`src/rtl/tlb_ctrl_pkg.sv`:
```
// Shared encodings and parameter defaults for the TLB op sequencer.
// The op_type encoding is the one WB presents on commit.
package tlb_ctrl_pkg;

  localparam int IDX_W_DEF      = 4;
  localparam int STARVE_MAX_DEF = 3;

  typedef enum logic [1:0] {
    OP_NONE  = 2'b00,
    OP_TLBP  = 2'b01,
    OP_TLBR  = 2'b10,
    OP_TLBWI = 2'b11
  } op_type_t;

  typedef enum logic [1:0] {
    ST_IDLE  = 2'b00,
    ST_EXEC  = 2'b01,
    ST_FLUSH = 2'b10
  } state_t;

endpackage

```
`src/rtl/tlb_op_sequencer_if.sv`:
```
// Pipeline-facing bundle: fetch/mem translation requests and the WB TLB-op handshake.
// master = pipeline side, slave = sequencer side.
interface tlb_op_sequencer_if;
  import tlb_ctrl_pkg::*;

  logic        if_req;
  logic [19:0] if_vpn;
  logic        if_gnt;
  logic        mem_req;
  logic [19:0] mem_vpn;
  logic        mem_gnt;
  logic        op_valid;
  op_type_t    op_type;
  logic [31:0] op_pc;
  logic        op_ready;

  modport master (
    output if_req, if_vpn, mem_req, mem_vpn, op_valid, op_type, op_pc,
    input  if_gnt, mem_gnt, op_ready
  );

  modport slave (
    input  if_req, if_vpn, mem_req, mem_vpn, op_valid, op_type, op_pc,
    output if_gnt, mem_gnt, op_ready
  );

endinterface

```
`src/rtl/tlb_search_arb.sv`:
```
// IF/MEM arbitration for the shared TLB search port, with IF starvation promotion.
// Grants are combinational; hold (an executing TLB op) or reset blocks all grants.
module tlb_search_arb
  import tlb_ctrl_pkg::*;
#(
  parameter int STARVE_MAX = STARVE_MAX_DEF
) (
  input  logic        clk,
  input  logic        reset,
  input  logic        hold,
  input  logic        if_req,
  input  logic [19:0] if_vpn,
  input  logic        mem_req,
  input  logic [19:0] mem_vpn,
  input  logic [7:0]  cp0_asid,
  output logic        if_gnt,
  output logic        mem_gnt,
  output logic [18:0] s_vpn2,
  output logic        s_odd,
  output logic [7:0]  s_asid
);

  localparam int CNT_W = (STARVE_MAX < 1) ? 1 : $clog2(STARVE_MAX + 1);

  logic [CNT_W-1:0] starve_cnt;
  logic             if_pri;
  logic             blocked;

  assign blocked = hold | reset;
  assign if_pri  = (starve_cnt == CNT_W'(STARVE_MAX));

  always_comb begin
    if_gnt  = 1'b0;
    mem_gnt = 1'b0;
    s_vpn2  = '0;
    s_odd   = 1'b0;
    s_asid  = '0;
    if (!blocked) begin
      if (if_req && (if_pri || !mem_req)) begin
        if_gnt = 1'b1;
      end else if (mem_req) begin
        mem_gnt = 1'b1;
      end
    end
    if (if_gnt) begin
      s_vpn2 = if_vpn[19:1];
      s_odd  = if_vpn[0];
      s_asid = cp0_asid;
    end else if (mem_gnt) begin
      s_vpn2 = mem_vpn[19:1];
      s_odd  = mem_vpn[0];
      s_asid = cp0_asid;
    end
  end

  // Frozen while an op executes so the blocked cycle does not count as starvation.
  always_ff @(posedge clk) begin
    if (reset) begin
      starve_cnt <= '0;
    end else if (!hold) begin
      if (!if_req || if_gnt) begin
        starve_cnt <= '0;
      end else if (!if_pri) begin
        starve_cnt <= starve_cnt + CNT_W'(1);
      end
    end
  end

endmodule

```
`src/rtl/tlb_op_sequencer.sv`:
```
// Sequences committed TLBP/TLBR/TLBWI through EXEC then FLUSH (refetch pc+4),
// owning the shared search port during EXEC and arbitrating IF/MEM otherwise.
module tlb_op_sequencer
  import tlb_ctrl_pkg::*;
#(
  parameter int IDX_W      = IDX_W_DEF,
  parameter int STARVE_MAX = STARVE_MAX_DEF
) (
  input  logic               clk,
  input  logic               reset,
  tlb_op_sequencer_if.slave  req_bus,
  input  logic [18:0]        cp0_vpn2,
  input  logic [7:0]         cp0_asid,
  output logic [18:0]        s_vpn2,
  output logic               s_odd,
  output logic [7:0]         s_asid,
  input  logic               s_found,
  input  logic [IDX_W-1:0]   s_index,
  output logic               p_wen,
  output logic               p_found,
  output logic [IDX_W-1:0]   p_index,
  output logic               tlb_we,
  output logic               cp0_tlbr,
  output logic               stall,
  output logic               refetch,
  output logic [31:0]        refetch_pc
);

  state_t      state;
  state_t      state_nxt;
  op_type_t    op_q;
  logic [31:0] pc_q;
  logic        accept;

  logic [18:0] a_vpn2;
  logic        a_odd;
  logic [7:0]  a_asid;

  tlb_search_arb #(.STARVE_MAX(STARVE_MAX)) u_arb (
    .clk      (clk),
    .reset    (reset),
    .hold     (state == ST_EXEC),
    .if_req   (req_bus.if_req),
    .if_vpn   (req_bus.if_vpn),
    .mem_req  (req_bus.mem_req),
    .mem_vpn  (req_bus.mem_vpn),
    .cp0_asid (cp0_asid),
    .if_gnt   (req_bus.if_gnt),
    .mem_gnt  (req_bus.mem_gnt),
    .s_vpn2   (a_vpn2),
    .s_odd    (a_odd),
    .s_asid   (a_asid)
  );

  always_ff @(posedge clk) begin
    if (reset) begin
      state <= ST_IDLE;
      op_q  <= OP_NONE;
      pc_q  <= '0;
    end else begin
      state <= state_nxt;
      if (accept) begin
        op_q <= req_bus.op_type;
        pc_q <= req_bus.op_pc;
      end
    end
  end

  always_comb begin
    state_nxt        = state;
    accept           = 1'b0;
    req_bus.op_ready = 1'b0;
    s_vpn2           = a_vpn2;
    s_odd            = a_odd;
    s_asid           = a_asid;
    p_wen            = 1'b0;
    p_found          = 1'b0;
    p_index          = '0;
    tlb_we           = 1'b0;
    cp0_tlbr         = 1'b0;
    stall            = 1'b0;
    refetch          = 1'b0;
    refetch_pc       = '0;

    case (state)
      ST_IDLE: begin
        if (req_bus.op_valid && (req_bus.op_type != OP_NONE)) begin
          accept    = 1'b1;
          state_nxt = ST_EXEC;
        end
      end
      ST_EXEC:  state_nxt = ST_FLUSH;
      ST_FLUSH: state_nxt = ST_IDLE;
      default:  state_nxt = ST_IDLE;
    endcase

    // Reset overrides everything, including whatever state the register holds.
    if (reset) begin
      req_bus.op_ready = 1'b1;
    end else begin
      req_bus.op_ready = (state == ST_IDLE);
      stall            = (state == ST_EXEC) || (state == ST_FLUSH);
      if (state == ST_EXEC) begin
        case (op_q)
          OP_TLBP: begin
            s_vpn2  = cp0_vpn2;
            s_odd   = 1'b0;
            s_asid  = cp0_asid;
            p_wen   = 1'b1;
            p_found = s_found;
            p_index = s_index;
          end
          OP_TLBR:  cp0_tlbr = 1'b1;
          OP_TLBWI: tlb_we   = 1'b1;
          default: ;
        endcase
      end
      if (state == ST_FLUSH) begin
        refetch    = 1'b1;
        refetch_pc = pc_q + 32'd4;
      end
    end
  end

endmodule

```
`src/flat_wrapper.sv`:
```
// flat-port wrapper written by rule: the top's interface ports become plain ports
module tlb_op_sequencer_flat import tlb_ctrl_pkg::*;
#(
  parameter int IDX_W      = IDX_W_DEF,
  parameter int STARVE_MAX = STARVE_MAX_DEF
)
  (clk, reset, cp0_vpn2, cp0_asid, s_vpn2, s_odd, s_asid, s_found, s_index, p_wen, p_found, p_index, tlb_we, cp0_tlbr, stall, refetch, refetch_pc, req_bus_if_req, req_bus_if_vpn, req_bus_mem_req, req_bus_mem_vpn, req_bus_op_valid, req_bus_op_type, req_bus_op_pc, req_bus_if_gnt, req_bus_mem_gnt, req_bus_op_ready);
  tlb_op_sequencer_if req_bus_i ();
  input  logic clk;
  input  logic reset;
  input  logic [18:0] cp0_vpn2;
  input  logic [7:0] cp0_asid;
  output logic [18:0] s_vpn2;
  output logic s_odd;
  output logic [7:0] s_asid;
  input  logic s_found;
  input  logic [IDX_W-1:0] s_index;
  output logic p_wen;
  output logic p_found;
  output logic [IDX_W-1:0] p_index;
  output logic tlb_we;
  output logic cp0_tlbr;
  output logic stall;
  output logic refetch;
  output logic [31:0] refetch_pc;
  input wire logic [$bits(req_bus_i.if_req)-1:0] req_bus_if_req;
  input wire logic [$bits(req_bus_i.if_vpn)-1:0] req_bus_if_vpn;
  input wire logic [$bits(req_bus_i.mem_req)-1:0] req_bus_mem_req;
  input wire logic [$bits(req_bus_i.mem_vpn)-1:0] req_bus_mem_vpn;
  input wire logic [$bits(req_bus_i.op_valid)-1:0] req_bus_op_valid;
  input wire logic [$bits(req_bus_i.op_type)-1:0] req_bus_op_type;
  input wire logic [$bits(req_bus_i.op_pc)-1:0] req_bus_op_pc;
  output wire logic [$bits(req_bus_i.if_gnt)-1:0] req_bus_if_gnt;
  output wire logic [$bits(req_bus_i.mem_gnt)-1:0] req_bus_mem_gnt;
  output wire logic [$bits(req_bus_i.op_ready)-1:0] req_bus_op_ready;
  assign req_bus_i.if_req = req_bus_if_req;
  assign req_bus_i.if_vpn = req_bus_if_vpn;
  assign req_bus_i.mem_req = req_bus_mem_req;
  assign req_bus_i.mem_vpn = req_bus_mem_vpn;
  assign req_bus_i.op_valid = req_bus_op_valid;
  assign req_bus_i.op_type = req_bus_op_type;
  assign req_bus_i.op_pc = req_bus_op_pc;
  assign req_bus_if_gnt = req_bus_i.if_gnt;
  assign req_bus_mem_gnt = req_bus_i.mem_gnt;
  assign req_bus_op_ready = req_bus_i.op_ready;
  tlb_op_sequencer #(.IDX_W(IDX_W), .STARVE_MAX(STARVE_MAX)) u_core (.clk(clk), .reset(reset), .req_bus(req_bus_i), .cp0_vpn2(cp0_vpn2), .cp0_asid(cp0_asid), .s_vpn2(s_vpn2), .s_odd(s_odd), .s_asid(s_asid), .s_found(s_found), .s_index(s_index), .p_wen(p_wen), .p_found(p_found), .p_index(p_index), .tlb_we(tlb_we), .cp0_tlbr(cp0_tlbr), .stall(stall), .refetch(refetch), .refetch_pc(refetch_pc));
endmodule
```
`config.mk`:
```
export PLATFORM = sky130hd
export DESIGN_NAME = tlb_op_sequencer_flat
export DESIGN_NICKNAME = d
export VERILOG_FILES = /design/src/rtl/tlb_ctrl_pkg.sv /design/src/rtl/tlb_op_sequencer_if.sv /design/src/rtl/tlb_search_arb.sv /design/src/rtl/tlb_op_sequencer.sv /design/src/flat_wrapper.sv
export SDC_FILE = /design/constraint.sdc
export NUM_CORES = 1
export LEC_CHECK = 0
export BUFFER_PORTS_ARGS = -buffer_cell sky130_fd_sc_hd__buf_2
export CORE_ASPECT_RATIO = 1.2
export CORE_MARGIN = 4
export CORE_UTILIZATION = 45
export CTS_CLUSTER_SIZE = 12
export DETAILED_ROUTE_END_ITERATION = 8
export HOLD_SLACK_MARGIN = 0.06
export PLACE_DENSITY_LB_ADDON = 0.3
export SYNTH_ARGS = -nofsm -noshare
export SYNTH_HDL_FRONTEND = slang
export SYNTH_SLANG_ARGS = --single-unit
```
`constraint.sdc`:
```
create_clock -name clk -period 3.11 [get_ports clk]
set_clock_uncertainty 0.1 [all_clocks]
set_input_delay 0.311 -clock clk [delete_from_list [all_inputs] [get_ports clk]]
set_output_delay 0.311 -clock clk [all_outputs]
set_load 0.05 [all_outputs]
```
* Yosys cells after proc, flatten, opt, wreduce, memory -nomap -nowiden
Index checks and enable logic that the tools add are counted.
** Cells by class
- $add $sub $neg :: 2
- Equality and inequality tests :: 8
- Mux-type cells :: 47
- Bitwise operators :: 2
- Reduce and logical (&&, ||, !) cells :: 10
** Operators by type and width (count)
- $mux W19 :: 5
- $mux W32 :: 2
- $mux W8 :: 5
- $add A32 B3 Y32 const B :: 1
- $mux W1 :: 28
- $mux W4 :: 3
- $eq A2 B2 Y1 const B :: 4
- $mux W2 :: 3
- $eq A2 B1 Y1 const B :: 2
- $ne A2 B1 Y1 const B :: 2
- $pmux W2 S2 :: 1
- $logic_or A1 B1 Y1 :: 3
- $add A2 B1 Y2 const B :: 1
- $logic_and A1 B1 Y1 :: 2
- $logic_not A1 Y1 :: 2
- $logic_not A2 Y1 :: 1
- $reduce_and A2 Y1 :: 1
- $reduce_bool A2 Y1 :: 1
- $not A1 Y1 :: 1
- $or A1 B1 Y1 :: 1
** Word-level totals
- Bits in registers :: 38
- Bits of input ports :: 111
- Output and inout port bits :: 73

* Longest topological paths before layout
Gate-level depths: netlist of run 1.
- Depth after elaboration :: 10
- Gate-level depth with buffers :: 7
- Mapped depth without buffers :: 6

* Cells and area by module
From an unflattened synthesis of run 1, not the netlist that was laid out.
** Second synthesis, totals
- Cell total of the unflattened synthesis :: 391
- Area, all modules :: 2919.0 um2
** By module, submodules not included
- tlb_op_sequencer :: times used 1, cells each 343, area an instance 2527.4 um2
- tlb_search_arb :: times used 1, cells each 48, area an instance 391.6 um2

* Worst setup path before layout of run 1
Ideal clock, no wire load.
- Path kind :: input to output
- Start point :: input port reset
- End point :: output port refetch_pc[17]
- Arrival time :: 2910 ps
- Data required time :: 2699 ps
- Slack :: -211 ps
- Stages on the path :: 6
- Path buffers :: 2
- Path through :: clkbuf_1 > nand2b_1 > clkbuf_1 > inv_1 > nand2b_1 > o41ai_1
** On the way
- Longest elaborated chain between the ends :: 1
** Ends and longest elaborated chain
- start, declared :: line flat_wrapper.sv:10 : input logic reset;
- $mux W32 :: line tlb_op_sequencer.sv:98 : if (reset) begin
- end, declared :: line flat_wrapper.sv:25 : output logic [31:0] refetch_pc;
No other way between the ends.

* Worst setup path after layout of run 1
- Start point :: register u_core.pc_q[10]
- End point :: output port refetch_pc[23]
** On the way
- Longest elaborated chain between the ends :: 3
** Ends and longest elaborated chain
- start, declared :: line tlb_op_sequencer.sv:32 : logic [31:0] pc_q;
- start signal, assigned :: line tlb_op_sequencer.sv:64 : pc_q <= req_bus.op_pc;
- $add A32 B3 Y32 :: line tlb_op_sequencer.sv:120 : refetch_pc = pc_q + 32'd4;
- $mux W32 :: line tlb_op_sequencer.sv:118 : if (state == ST_FLUSH) begin
- $mux W32 :: line tlb_op_sequencer.sv:98
No other way between the ends.

==> PnR_summary.wiki, run 1 <==
{| class="wikitable"
! Metric !! Value
|-
| Remaining global-route overflow || 0
|-
| Time the worst path needs with I/O delays and setup || 2.877 ns
|-
| Register-to-register setup slack || 1.34 ns
|-
| Flip-flop and latch count after synthesis || 38
|-
| Critical path fanouts, max || 7
|-
| Routed WL per cell || 14.36 um
|-
| Worst vdd rail ir drop || 0.1910 mV
|-
| Initial detailed-routing violation count || 268
|-
| Final max-slew violation count || 0
|-
| Fillers || 513
|-
| Critical path's largest stage delay || 0.62 ns
|-
| Critical Path RT || 2.70 ns
|-
| Critical path launch point type || flip-flop
|-
| Cell class contributing the biggest share of worst-path delay || simple AND/OR/NAND/NOR gates
|-
| Clock tree from TritonCTS || done
|-
| Final Hold Viols || 0
|-
| Hold-fix buffers, CTS || 0
|-
| Wire length of the first global-routing pass || 14430 um
|-
| Cells along the critical path || nand4_1, or4_1, or4_1, a21oi_1, buf_2
|-
| Depth of the worst register-to-register path || 6
|-
| # nets final || 665
|-
| Starting Density || 46.67%
|-
| Remaining antenna violation count after routing || 0
|-
| Warning count from the yosys run || 0
|-
| Path type of the worst setup path || flip-flop to output port
|-
| Setup_tns || 0 ns
|-
| Root buffer cell || sky130_fd_sc_hd__clkbuf_8
|-
| Commonest cells after routing, fill and taps aside || 182 x sky130_fd_sc_hd__buf_2, 81 x sky130_fd_sc_hd__nand2_1, 50 x sky130_fd_sc_hd__a21oi_1
|-
| Crit. path cell count || 5
|-
| Aggregate routed wire length || 9032 um
|-
| Total of endpoints with negative setup slack in the final report || 0
|-
| Cell type with the highest aggregate area in the netlist || sky130_fd_sc_hd__dfxtp_1
|-
| Maximum count of clock buffers along a single path || 2
|-
| Synth top area share || 28.76%
|-
| Area overhead of the layout relative to synthesis || 41.20%
|-
| Cell types with the largest area share after synthesis || sky130_fd_sc_hd__dfxtp_1 29%, sky130_fd_sc_hd__nand2_1 11%, sky130_fd_sc_hd__a21oi_1 9.5%, sky130_fd_sc_hd__a222oi_1 7.2%, sky130_fd_sc_hd__clkbuf_1 3.7%
|-
| Clock-pin slew of the registers on the worst-case setup and hold paths || 0.07 ns
|-
| Most Frequent Cell on Critical Path || sky130_fd_sc_hd__or4_1
|-
| Post-CTS setup repair buffer count || 0
|-
| Slew of the pin with the lowest slew margin || 0.7357 ns
|-
| Worst Setup End Kind || output port
|-
| HPWL after detailed placement || 7083 um
|-
| Number of top-level design ports || 184
|-
| Cell count after synthesis || 379
|-
| Initial antenna violation count || 0
|-
| Final Core Density || 65.89%
|-
| Number of resized instances in the post-cts repair step || 0
|-
| Maxcap violations || 0
|-
| Remaining routing DRC violations || 0
|-
| Crit path max-delay cell type || sky130_fd_sc_hd__or4_1
|-
| Capture instance of the worst register-to-register path || u_core.u_arb.starve_cnt[1]
|-
| Number of diodes added for antenna fixing || 0
|-
| Outcome || complete, no violations
|-
| Area taken by multi-input logic gates || 1729 um^2
|-
| Post-Synthesis Cell Area || 2645 um^2
|-
| Total global routing track utilization || 24.20%
|-
| Worst hold path endpoint || u_core.pc_q[24]
|-
| Pin count of the biggest net entering global routing || 38
|-
| Fin crit share || 92.51%
|-
| Share of synthesized area occupied by flip-flops and latches || 28.76%
|-
| Die footprint || 7173 um^2
|-
| Cell depth of the worst hold path || 3
|-
| RSZ-0062 raised after global routing || false
|-
| Most frequent standard cell in the layout excluding fill and tap cells || sky130_fd_sc_hd__buf_2
|-
| Startpoint of the worst register-to-register path || u_core.state[1]
|-
| Register Area || 760.7 um^2
|-
| Vias per std cell || 5.445
|-
| CTS buffer count || 5
|-
| Via total after detailed routing || 3425
|-
| Vertical die dimension || 91.99 um
|-
| Core area || 5668 um^2
|-
| H-tree levels || 2
|-
| Fmax || 347.6 MHz
|-
| RePlAce Congestion || 0.8782
|-
| Syn Area/Cell || 6.979 um^2
|-
| Skew-Pair Late Insertion Delay || 0.29 ns
|-
| Signal arrival time at the worst endpoint || 2.47 ns
|-
| CTS sink cnt || 38
|-
| Post-synth cell types || 42
|-
| Buffers on Ports || 183
|-
| Layout cell share with drive strength beyond 1 || 37.70%
|-
| Tightest Hold Check Type || input pin to flip-flop
|-
| Power Density || 341.8 nW/um^2
|-
| Critical hold path startpoint || req_bus_op_pc[24]
|-
| Static Leakage || 1.822 nW
|-
| Router iterations before antenna repair || 5
|-
| Core Rows || 30
|-
| Via count of the first global-routing pass || 3227
|-
| Slew Limit Headroom || 50.58%
|-
| Buf/Inv on CP || 1
|-
| Syn nets || 495
|-
| Horizontal extent of the die || 77.99 um
|}
==> cell type report <==
class	count	area share [%]
Sequential cell	38	20.37
Inverter	26	2.613
Multi-Input combinational cell	288	46.30
Clock buffer	7	2.044
Timing Repair Buffer	190	26.00
Tap cell	80	2.680
==> per-stage QoR <==
step | instances | instance area (um^2) | hold WS, ns | power [W] | setup WS, ns
final | 629 | 3735 | 0.1563 | 0.001276 | 0.2328
after global routing | 629 | 3735 | 0.1511 | 0.001349 | 0.03353
after CTS | 629 | 3721 | 0.1509 | 0.001285 | 0.07933
after detailed placement | 622 | 3645 | 0.3458 | 0.0009683 | 0.4029
after global placement | 622 | 3645 | 0.3388 | 0.0009591 | 0.4381
after floorplan | 379 | 2653 | 0.3317 | 0.0008216 | 0.2083
==> kinds of logic after synthesis <==
kind of cell | synth area share, %
xor gates and xnor gates | 4.305
adders and majority gates | 2.365
muxes | 0.3784
DFF | 28.76
and+or+nand+nor | 34.48
AOI/OAI and AO/OA | 22.14
buffers and inverters | 7.568
==> metal layers <==
metal,GRT usage [%],routed length (um),vias to the layer above,share of wire [%]
li1,-,-,1679,-
met1,27.15,3185,1549,35
met2,45.71,4849,177,54
met3,4.813,828,20,9.2
met4,6.560,169,0,1.9
met5,0,0,-,0
==> Yosys cell counts (all sizes together) <==
cell type,number
a211oi,1
a21oi,50
a222oi,19
a22o,1
and2,11
and3,3
and4,5
and4b,1
buf,1
clkbuf,26
dfxtp,38
ha,5
inv,26
mux2i,1
nand2,81
nand2b,4
nand3,11
nand3b,1
nand4,7
nand4b,1
nor2,16
nor2b,10
nor3,4
nor4,2
nor4b,2
nor4bb,2
o21a,2
o21ai,7
o311ai,1
o31a,1
o31ai,7
o41ai,1
or2,2
or3,7
or4,9
xnor2,6
xor2,7
==> power by group <==
| part | leakage [nW] | internal [W] | switching [W] | total (W) |
|---|---|---|---|---|
| logic | 1.47 | 0.000140 | 0.000260 | 0.000400 |
| clock network | 0.0383 | 0.000154 | 0.000163 | 0.000317 |
| registers | 0.311 | 0.000520 | 0.0000397 | 0.000560 |
| total | 1.82 | 0.000814 | 0.000462 | 0.00128 |
==> sequential cells by signal, indices dropped and copies added, names as in the netlist <==
signal	count
u_core.u_arb.starve_cnt	2
u_core.pc_q	32
u_core.state	2
u_core.op_q	2
==> worst min-delay path, cell delays in order <==
cell	delay, ns
sky130_fd_sc_hd__buf_2	0.09
sky130_fd_sc_hd__nand2_1	0.04
sky130_fd_sc_hd__a21oi_1	0.05
==> worst max-delay path by stage <==
stage               slack, ns        endpoint             from
floorplan                0.21  refetch_pc[18]   u_core.pc_q[2]
global placement         0.44  refetch_pc[30]   u_core.pc_q[2]
detailed placement       0.40  refetch_pc[20]   u_core.pc_q[2]
CTS                      0.08  refetch_pc[20]   u_core.pc_q[2]
global route             0.03  refetch_pc[30]   u_core.pc_q[2]
finish                   0.23  refetch_pc[23]  u_core.pc_q[10]
Note: power is estimated with default switching activity, not from simulation.
==> inputs of run 2 (changes only) <==
--- a/config.mk
+++ b/config.mk
@@ -5,12 +5,13 @@
 export SDC_FILE = /design/constraint.sdc
 export NUM_CORES = 1
 export LEC_CHECK = 0
-export BUFFER_PORTS_ARGS = -buffer_cell sky130_fd_sc_hd__buf_2
+export CAP_MARGIN = 20
 export CORE_ASPECT_RATIO = 1.2
 export CORE_MARGIN = 4
-export CORE_UTILIZATION = 45
+export CORE_UTILIZATION = 59
 export CTS_CLUSTER_SIZE = 12
 export DETAILED_ROUTE_END_ITERATION = 8
+export DONT_BUFFER_PORTS = 1
 export HOLD_SLACK_MARGIN = 0.06
 export PLACE_DENSITY_LB_ADDON = 0.3
 export SYNTH_ARGS = -nofsm -noshare
==> run 2 against run 1 <==
Effect of this change:
- final area fell by 8.4%
- maximum frequency shrank 2.4%
- clock power is 36% higher
- final cell count shrank 22%
- combinational power fell by 11%
- via count decreased by 5.1%
- flip-flop and latch count is the same
- register-to-register slack got worse by 0.36 ns
- worst hold slack lost 0.088 ns
- die area fell by 22%
- critical path depth grew 1
- sequential share of layout area is 1.9 points higher
- critical endpoint is now refetch_pc[30]
- largest power group unchanged
==> PnR_summary.wiki, run 2 (synthesized netlist as in run 1, its figures left out) <==
{| class="wikitable"
! Metric !! Value
|-
| Remaining antenna violation count after routing || 0 (unchanged)
|-
| Horizontal extent of the die || 69.12 um (was 77.99 um)
|-
| CTS buffer count || 5 (unchanged)
|-
| Final Core Density || 79.66% (was 65.89%)
|-
| Vias per std cell || 6.619 (was 5.445)
|-
| Final Hold Viols || 0 (unchanged)
|-
| Initial detailed-routing violation count || 434 (was 268)
|-
| Pin count of the biggest net entering global routing || 38 (unchanged)
|-
| Via count of the first global-routing pass || 3030 (was 3227)
|-
| Commonest cells after routing, fill and taps aside || 81 x sky130_fd_sc_hd__nand2_1, 50 x sky130_fd_sc_hd__a21oi_1, 45 x sky130_fd_sc_hd__buf_4 (was 182 x sky130_fd_sc_hd__buf_2, 81 x sky130_fd_sc_hd__nand2_1, 50 x sky130_fd_sc_hd__a21oi_1)
|-
| Routed WL per cell || 21.16 um (was 14.36 um)
|-
| Remaining global-route overflow || 0 (unchanged)
|-
| Final max-slew violation count || 0 (unchanged)
|-
| Remaining routing DRC violations || 0 (unchanged)
|-
| Path type of the worst setup path || flip-flop to output port (unchanged)
|-
| HPWL after detailed placement || 7435 um (was 7083 um)
|-
| Wire length of the first global-routing pass || 15850 um (was 14430 um)
|-
| Critical path's largest stage delay || 0.62 ns (about the same)
|-
| Finished Layout Cells || 491 (was 629)
|-
| Post-route setup slack || 0.1623 ns (was 0.2328 ns)
|-
| Vertical die dimension || 81.35 um (was 91.99 um)
|-
| Total global routing track utilization || 35.80% (was 24.20%)
|-
| Total of endpoints with negative setup slack in the final report || 0 (unchanged)
|-
| Via total after detailed routing || 3250 (was 3425)
|-
| Critical path launch point type || flip-flop (unchanged)
|-
| Worst Setup End Kind || output port (unchanged)
|-
| Outcome || complete, no violations (unchanged)
|-
| CTS sink cnt || 38 (unchanged)
|-
| RePlAce Congestion || 0.8944 (was 0.8782)
|-
| Buffers on Ports || 0 (was 183)
|-
| # nets final || 548 (was 665)
|-
| Slew Limit Headroom || 37.36% (was 50.58%)
|-
| Crit path max-delay cell type || sky130_fd_sc_hd__or4_4 (was sky130_fd_sc_hd__or4_1)
|-
| Core area || 4294 um^2 (was 5668 um^2)
|-
| Starting Density || 61.60% (was 46.67%)
|-
| Worst vdd rail ir drop || 0.2547 mV (was 0.1910 mV)
|-
| Router iterations before antenna repair || 6 (was 5)
|-
| Most frequent standard cell in the layout excluding fill and tap cells || sky130_fd_sc_hd__nand2_1 (was sky130_fd_sc_hd__buf_2)
|-
| Worst slack on hold paths || 0.06826 ns (was 0.1563 ns)
|-
| H-tree levels || 2 (unchanged)
|-
| Slew of the pin with the lowest slew margin || 0.9376 ns (was 0.7357 ns)
|-
| Flip-flop count of the largest register after layout || 32 (unchanged)
|-
| Cell class contributing the biggest share of worst-path delay || simple AND/OR/NAND/NOR gates (unchanged)
|-
| Register with the highest flop count || u_core.pc_q (unchanged)
|-
| Signal arrival time at the worst endpoint || 2.54 ns (was 2.47 ns)
|-
| Core Rows || 26 (was 30)
|-
| Static Leakage || 1.353 nW (was 1.822 nW)
|-
| Layout cell share with drive strength beyond 1 || 15.51% (was 37.70%)
|-
| Post-CTS setup repair buffer count || 0 (unchanged)
|-
| Area post-placement || 3009 um^2 (was 3645 um^2)
|-
| Cells along the critical path || ha_1, nand3_1, or4_4, or3_1, a21oi_1, buf_4 (was nand4_1, or4_1, or4_1, a21oi_1, buf_2)
|-
| Root buffer cell || sky130_fd_sc_hd__clkbuf_8 (unchanged)
|-
| Clock tree from TritonCTS || done (unchanged)
|-
| Maximum count of clock buffers along a single path || 2 (unchanged)
|-
| Placed cell count || 454 (was 622)
|-
| Critical Path RT || 2.70 ns (about the same)
|-
| Number of top-level design ports || 184 (unchanged)
|-
| Skew-Pair Late Insertion Delay || 0.29 ns (about the same)
|-
| Maxcap violations || 0 (unchanged)
|-
| Fin area || 3421 um^2 (was 3735 um^2)
|-
| Initial antenna violation count || 3 (was 0)
|-
| Die footprint || 5623 um^2 (was 7173 um^2)
|-
| Fmax || 339.2 MHz (was 347.6 MHz)
|-
| Tightest Hold Check Type || input pin to flip-flop (unchanged)
|-
| Buf/Inv on CP || 1 (unchanged)
|-
| Post-placement worst setup slack || 0.3211 ns (was 0.4029 ns)
|-
| Area overhead of the layout relative to synthesis || 29.33% (was 41.20%)
|-
| Time the worst path needs with I/O delays and setup || 2.948 ns (was 2.877 ns)
|-
| Clock-pin slew of the registers on the worst-case setup and hold paths || 0.08 ns (was 0.07 ns)
|-
| Critical path fanouts, max || 9 (was 7)
|-
| RSZ-0062 raised after global routing || true (was false)
|-
| Fin crit share || 94.78% (was 92.51%)
|-
| Power Density || 395.1 nW/um^2 (was 341.8 nW/um^2)
|-
| Aggregate routed wire length || 10390 um (was 9032 um)
|}
[run 2: changes by cell type in the layout (fill, tap and decap cells not counted), moves of 2 or more]
cell                            before  now
sky130_fd_sc_hd__buf_4               7   45
sky130_fd_sc_hd__buf_2             182    0
sky130_fd_sc_hd__diode_2             0    3
sky130_fd_sc_hd__dlygate4sd3_1       0   25
sky130_fd_sc_hd__clkbuf_1            2    0
[run 2: worst paths after layout]
kind	start	slack, ns	cells past startpoint	end
worst max-delay path	u_core.pc_q[3]	0.16	6	refetch_pc[30]
worst min-delay path	req_bus_op_pc[28]	0.07	2	u_core.pc_q[28]
worst max register to register	u_core.state[0]	0.98	7	u_core.pc_q[0]
worst min register to register	u_core.pc_q[1]	0.37	2	u_core.pc_q[1]
[run 2: per-layer routing]
metal | vias up | routed length (um) | GRT usage (%)
li1 | 1448 | - | -
met1 | 1515 | 3543 | 38.07
met2 | 243 | 5358 | 64.41
met3 | 44 | 1050 | 11.01
met4 | 0 | 438 | 17.97
met5 | - | 0 | 0
[run 2: cell type report]
type                    instances  area, um^2
diodes                          3       7.507
clock buffers                   6       82.58
clock inverters                 1       30.03
fillers                       313       873.3
inverters                      26       97.59
multi-input cells             289        1753
flip-flops and latches         38       760.7
well taps                      56       70.07
repair buffers                 72       619.3
[run 2: power by group]
part           internal (W)  total, W  leakage [nW]  switching, W
Clock              0.000257  0.000432        0.0573      0.000175
Combinational      0.000109  0.000358         0.985      0.000249
Sequential         0.000520  0.000562         0.311     0.0000424
[run 2: what timing repair did]
action                                 in CTS  in global routing
pin swaps                                   1                  0
hold buffers                               26                  0
endpoints found under the hold margin      37                  0
setup endpoints to repair                   1                 10
gates cloned                                1                  0
resized for setup                           0                  2
[run 2: metrics by stage]
step           TNS [ns]   power, W
6_report              0   0.001351
2_1_floorplan         0  0.0008216
4_1_cts               0   0.001345
3_3_place_gp          0  0.0008727
3_5_place_dp          0  0.0008824
5_1_grt        -0.08496   0.001401
==> inputs of run 3 (changes only) <==
--- a/config.mk
+++ b/config.mk
@@ -7,13 +7,13 @@
 export LEC_CHECK = 0
 export CAP_MARGIN = 20
 export CORE_ASPECT_RATIO = 1.2
-export CORE_MARGIN = 4
-export CORE_UTILIZATION = 59
+export CORE_UTILIZATION = 25
 export CTS_CLUSTER_SIZE = 12
 export DETAILED_ROUTE_END_ITERATION = 8
 export DONT_BUFFER_PORTS = 1
 export HOLD_SLACK_MARGIN = 0.06
 export PLACE_DENSITY_LB_ADDON = 0.3
+export SKIP_LAST_GASP = 1
 export SYNTH_ARGS = -nofsm -noshare
 export SYNTH_HDL_FRONTEND = slang
 export SYNTH_SLANG_ARGS = --single-unit
==> run 3 against run 2 <==
Effect of this change:
- routed wire length is 0.68% lower
- global-route usage is 18 points lower
- non-clock buffer count is 18 lower
- largest cell class unchanged
- combinational power is 3% lower
- largest power group unchanged
- core utilization is 47 points lower
- clock-buffer cell count stayed put
- flip-flop and latch count stayed put
==> PnR_summary.wiki, run 3 (synthesized netlist as in run 1, its figures left out) <==
{| class="wikitable"
! Metric !! Value
|-
| Setup_tns || 0 ns (unchanged)
|-
| Layout cell share with drive strength beyond 1 || 17.63% (was 15.51%)
|-
| Register-to-register setup slack || 1.51 ns (was 0.98 ns)
|-
| Worst vdd rail ir drop || 0.1645 mV (was 0.2547 mV)
|-
| Commonest cells after routing, fill and taps aside || 81 x sky130_fd_sc_hd__nand2_1, 51 x sky130_fd_sc_hd__buf_4, 50 x sky130_fd_sc_hd__a21oi_1 (was 81 x sky130_fd_sc_hd__nand2_1, 50 x sky130_fd_sc_hd__a21oi_1, 45 x sky130_fd_sc_hd__buf_4)
|-
| Slew Limit Headroom || 55.67% (was 37.36%)
|-
| Pin count of the biggest net entering global routing || 38 (unchanged)
|-
| Horizontal extent of the die || 95.90 um (was 69.12 um)
|-
| Initial antenna violation count || 2 (was 3)
|-
| Maximum count of clock buffers along a single path || 2 (unchanged)
|-
| CTS sink cnt || 38 (unchanged)
|-
| Fmax || 342.3 MHz (was 339.2 MHz)
|-
| Vias per std cell || 5.408 (was 6.619)
|-
| Aggregate routed wire length || 10320 um (was 10390 um)
|-
| Root buffer cell || sky130_fd_sc_hd__clkbuf_16 (was sky130_fd_sc_hd__clkbuf_8)
|-
| Post-route setup slack || 0.1889 ns (was 0.1623 ns)
|-
| Total global routing track utilization || 18.13% (was 35.80%)
|-
| Path type of the worst setup path || flip-flop to output port (unchanged)
|-
| Clock-pin slew of the registers on the worst-case setup and hold paths || 0.06 ns (was 0.08 ns)
|-
| Buffers on Ports || 0 (unchanged)
|-
| Via count of the first global-routing pass || 2690 (was 3030)
|-
| Area overhead of the layout relative to synthesis || 26.49% (was 29.33%)
|-
| Wire length of the first global-routing pass || 14880 um (was 15850 um)
|-
| Tightest Hold Check Type || input pin to flip-flop (unchanged)
|-
| Fin crit share || 93.93% (was 94.78%)
|-
| Signal arrival time at the worst endpoint || 2.51 ns (was 2.54 ns)
|-
| HPWL after detailed placement || 8309 um (was 7435 um)
|-
| Maxcap violations || 0 (unchanged)
|-
| Critical hold path startpoint || req_bus_op_pc[30] (was req_bus_op_pc[28])
|-
| Starting Density || 26.03% (was 61.60%)
|-
| CTS buffer count || 5 (unchanged)
|-
| RSZ-0062 raised after global routing || false (was true)
|-
| Critical path launch point type || flip-flop (unchanged)
|-
| Final max-slew violation count || 0 (unchanged)
|-
| Remaining routing DRC violations || 0 (unchanged)
|-
| Final Power || 0.001422 W (was 0.001351 W)
|-
| Final Hold Viols || 0 (unchanged)
|-
| Register with the highest flop count || u_core.pc_q (unchanged)
|-
| Most frequent standard cell in the layout excluding fill and tap cells || sky130_fd_sc_hd__nand2_1 (unchanged)
|-
| Worst slack on hold paths || 0.06527 ns (was 0.06826 ns)
|-
| Critical Path RT || 2.70 ns (about the same)
|-
| H-tree levels || 2 (unchanged)
|-
| Routed WL per cell || 19.04 um (was 21.16 um)
|-
| Capture instance of the worst register-to-register path || u_core.u_arb.starve_cnt[1] (was u_core.pc_q[0])
|-
| Slew of the pin with the lowest slew margin || 0.6639 ns (was 0.9376 ns)
|-
| Beginning of the critical path || u_core.pc_q[2] (was u_core.pc_q[3])
|-
| Depth of the worst register-to-register path || 5 (was 7)
|-
| Startpoint of the worst register-to-register path || u_core.state[1] (was u_core.state[0])
|-
| Via total after detailed routing || 2931 (was 3250)
|-
| Total of endpoints with negative setup slack in the final report || 0 (unchanged)
|-
| Cell depth of the worst hold path || 2 (unchanged)
|-
| Remaining antenna violation count after routing || 0 (unchanged)
|-
| Worst hold path endpoint || u_core.pc_q[30] (was u_core.pc_q[28])
|-
| Remaining global-route overflow || 0 (unchanged)
|-
| RePlAce Congestion || 0.9380 (was 0.8944)
|-
| Clock tree from TritonCTS || done (unchanged)
|-
| Worst Setup End Kind || output port (unchanged)
|-
| Core Rows || 40 (was 26)
|-
| Router iterations before antenna repair || 5 (was 6)
|-
| Outcome || complete, no violations (unchanged)
|-
| Skew-Pair Late Insertion Delay || 0.28 ns (was 0.29 ns)
|-
| Core area || 10160 um^2 (was 4294 um^2)
|-
| Static Leakage || 1.299 nW (was 1.353 nW)
|-
| Time the worst path needs with I/O delays and setup || 2.921 ns (was 2.948 ns)
|-
| Initial detailed-routing violation count || 180 (was 434)
|-
| # nets final || 529 (was 548)
|-
| Power Density || 425.0 nW/um^2 (was 395.1 nW/um^2)
|-
| Critical path fanouts, max || 9 (unchanged)
|-
| Vertical die dimension || 114.7 um (was 81.35 um)
|-
| Flip-flop count of the largest register after layout || 32 (unchanged)
|-
| Post-placement worst setup slack || 0.3725 ns (was 0.3211 ns)
|-
| Die footprint || 11000 um^2 (was 5623 um^2)
|-
| Number of top-level design ports || 184 (unchanged)
|}
[run 3: cell count changes in the layout (fill, tap and decap cells not counted), moves of 5 or more]
cell / delta
sky130_fd_sc_hd__dlygate4sd3_1: -24
sky130_fd_sc_hd__buf_4: +6
sky130_fd_sc_hd__clkbuf_16: +5
sky130_fd_sc_hd__clkbuf_8: -5
[run 3: final cells by class]
| class | instances | area [um^2] |
|---|---|---|
| fillers | 1102 | 6814 |
| multi-input cells | 288 | 1740 |
| flip-flops and latches | 38 | 760.7 |
| repair buffers | 54 | 432.9 |
| well taps | 126 | 157.7 |
| clock buffers | 6 | 138.9 |
| inverters | 26 | 97.59 |
| clock inverters | 2 | 12.51 |
| diodes | 2 | 5.005 |
[run 3: worst max-delay path by stage]
stage	endpoint	slack, ns
4_1_cts	s_asid[2]	0.06
2_1_floorplan	refetch_pc[18]	0.21
3_3_place_gp	refetch_pc[18]	0.43
6_report	refetch_pc[18]	0.19
3_5_place_dp	s_asid[2]	0.37
5_1_grt	s_vpn2[13]	0.05
[run 3: metrics by stage]
| step | instance area [um^2] | util [%] | instances |
|---|---|---|---|
| finish | 3346 | 32.93 | 542 |
| global route | 3346 | 32.93 | 542 |
| CTS | 3332 | 32.80 | 540 |
| detailed placement | 3151 | 31.01 | 530 |
| global placement | 3151 | 31.01 | 530 |
| floorplan | 2653 | - | 379 |
[run 3: worst max-delay path: stages, from the launching register on]
cell	delay [ns]
sky130_fd_sc_hd__dfxtp_1	0.40
sky130_fd_sc_hd__ha_1	0.25
sky130_fd_sc_hd__nand3_1	0.17
sky130_fd_sc_hd__or4_4	0.62
sky130_fd_sc_hd__or3_1	0.37
sky130_fd_sc_hd__a21oi_1	0.20
sky130_fd_sc_hd__buf_4	0.23
[run 3: repair_timing]
| item | CTS | global route |
|---|---|---|
| buffers inserted | 0 | 0 |
| setup endpoints to repair | 0 | 11 |
| hold buffers | 2 | 0 |
| resized for setup | 0 | 2 |
| endpoints found under the hold margin | 37 | 0 |
[run 3: routing by layer]
layer / up-vias / GRT usage (%) / share of wire (%)
li1: 1418 / - / -
met1: 1345 / 19.81 / 37
met2: 154 / 31.52 / 49
met3: 14 / 7.304 / 12
met4: 0 / 5.871 / 2.3
met5: - / 0 / 0
[run 3: report_power, final]
part | switching [W] | internal (W)
registers | 0.0000424 | 0.000520
logic | 0.000251 | 0.0000956
clock network | 0.000196 | 0.000317
total | 0.000489 | 0.000933
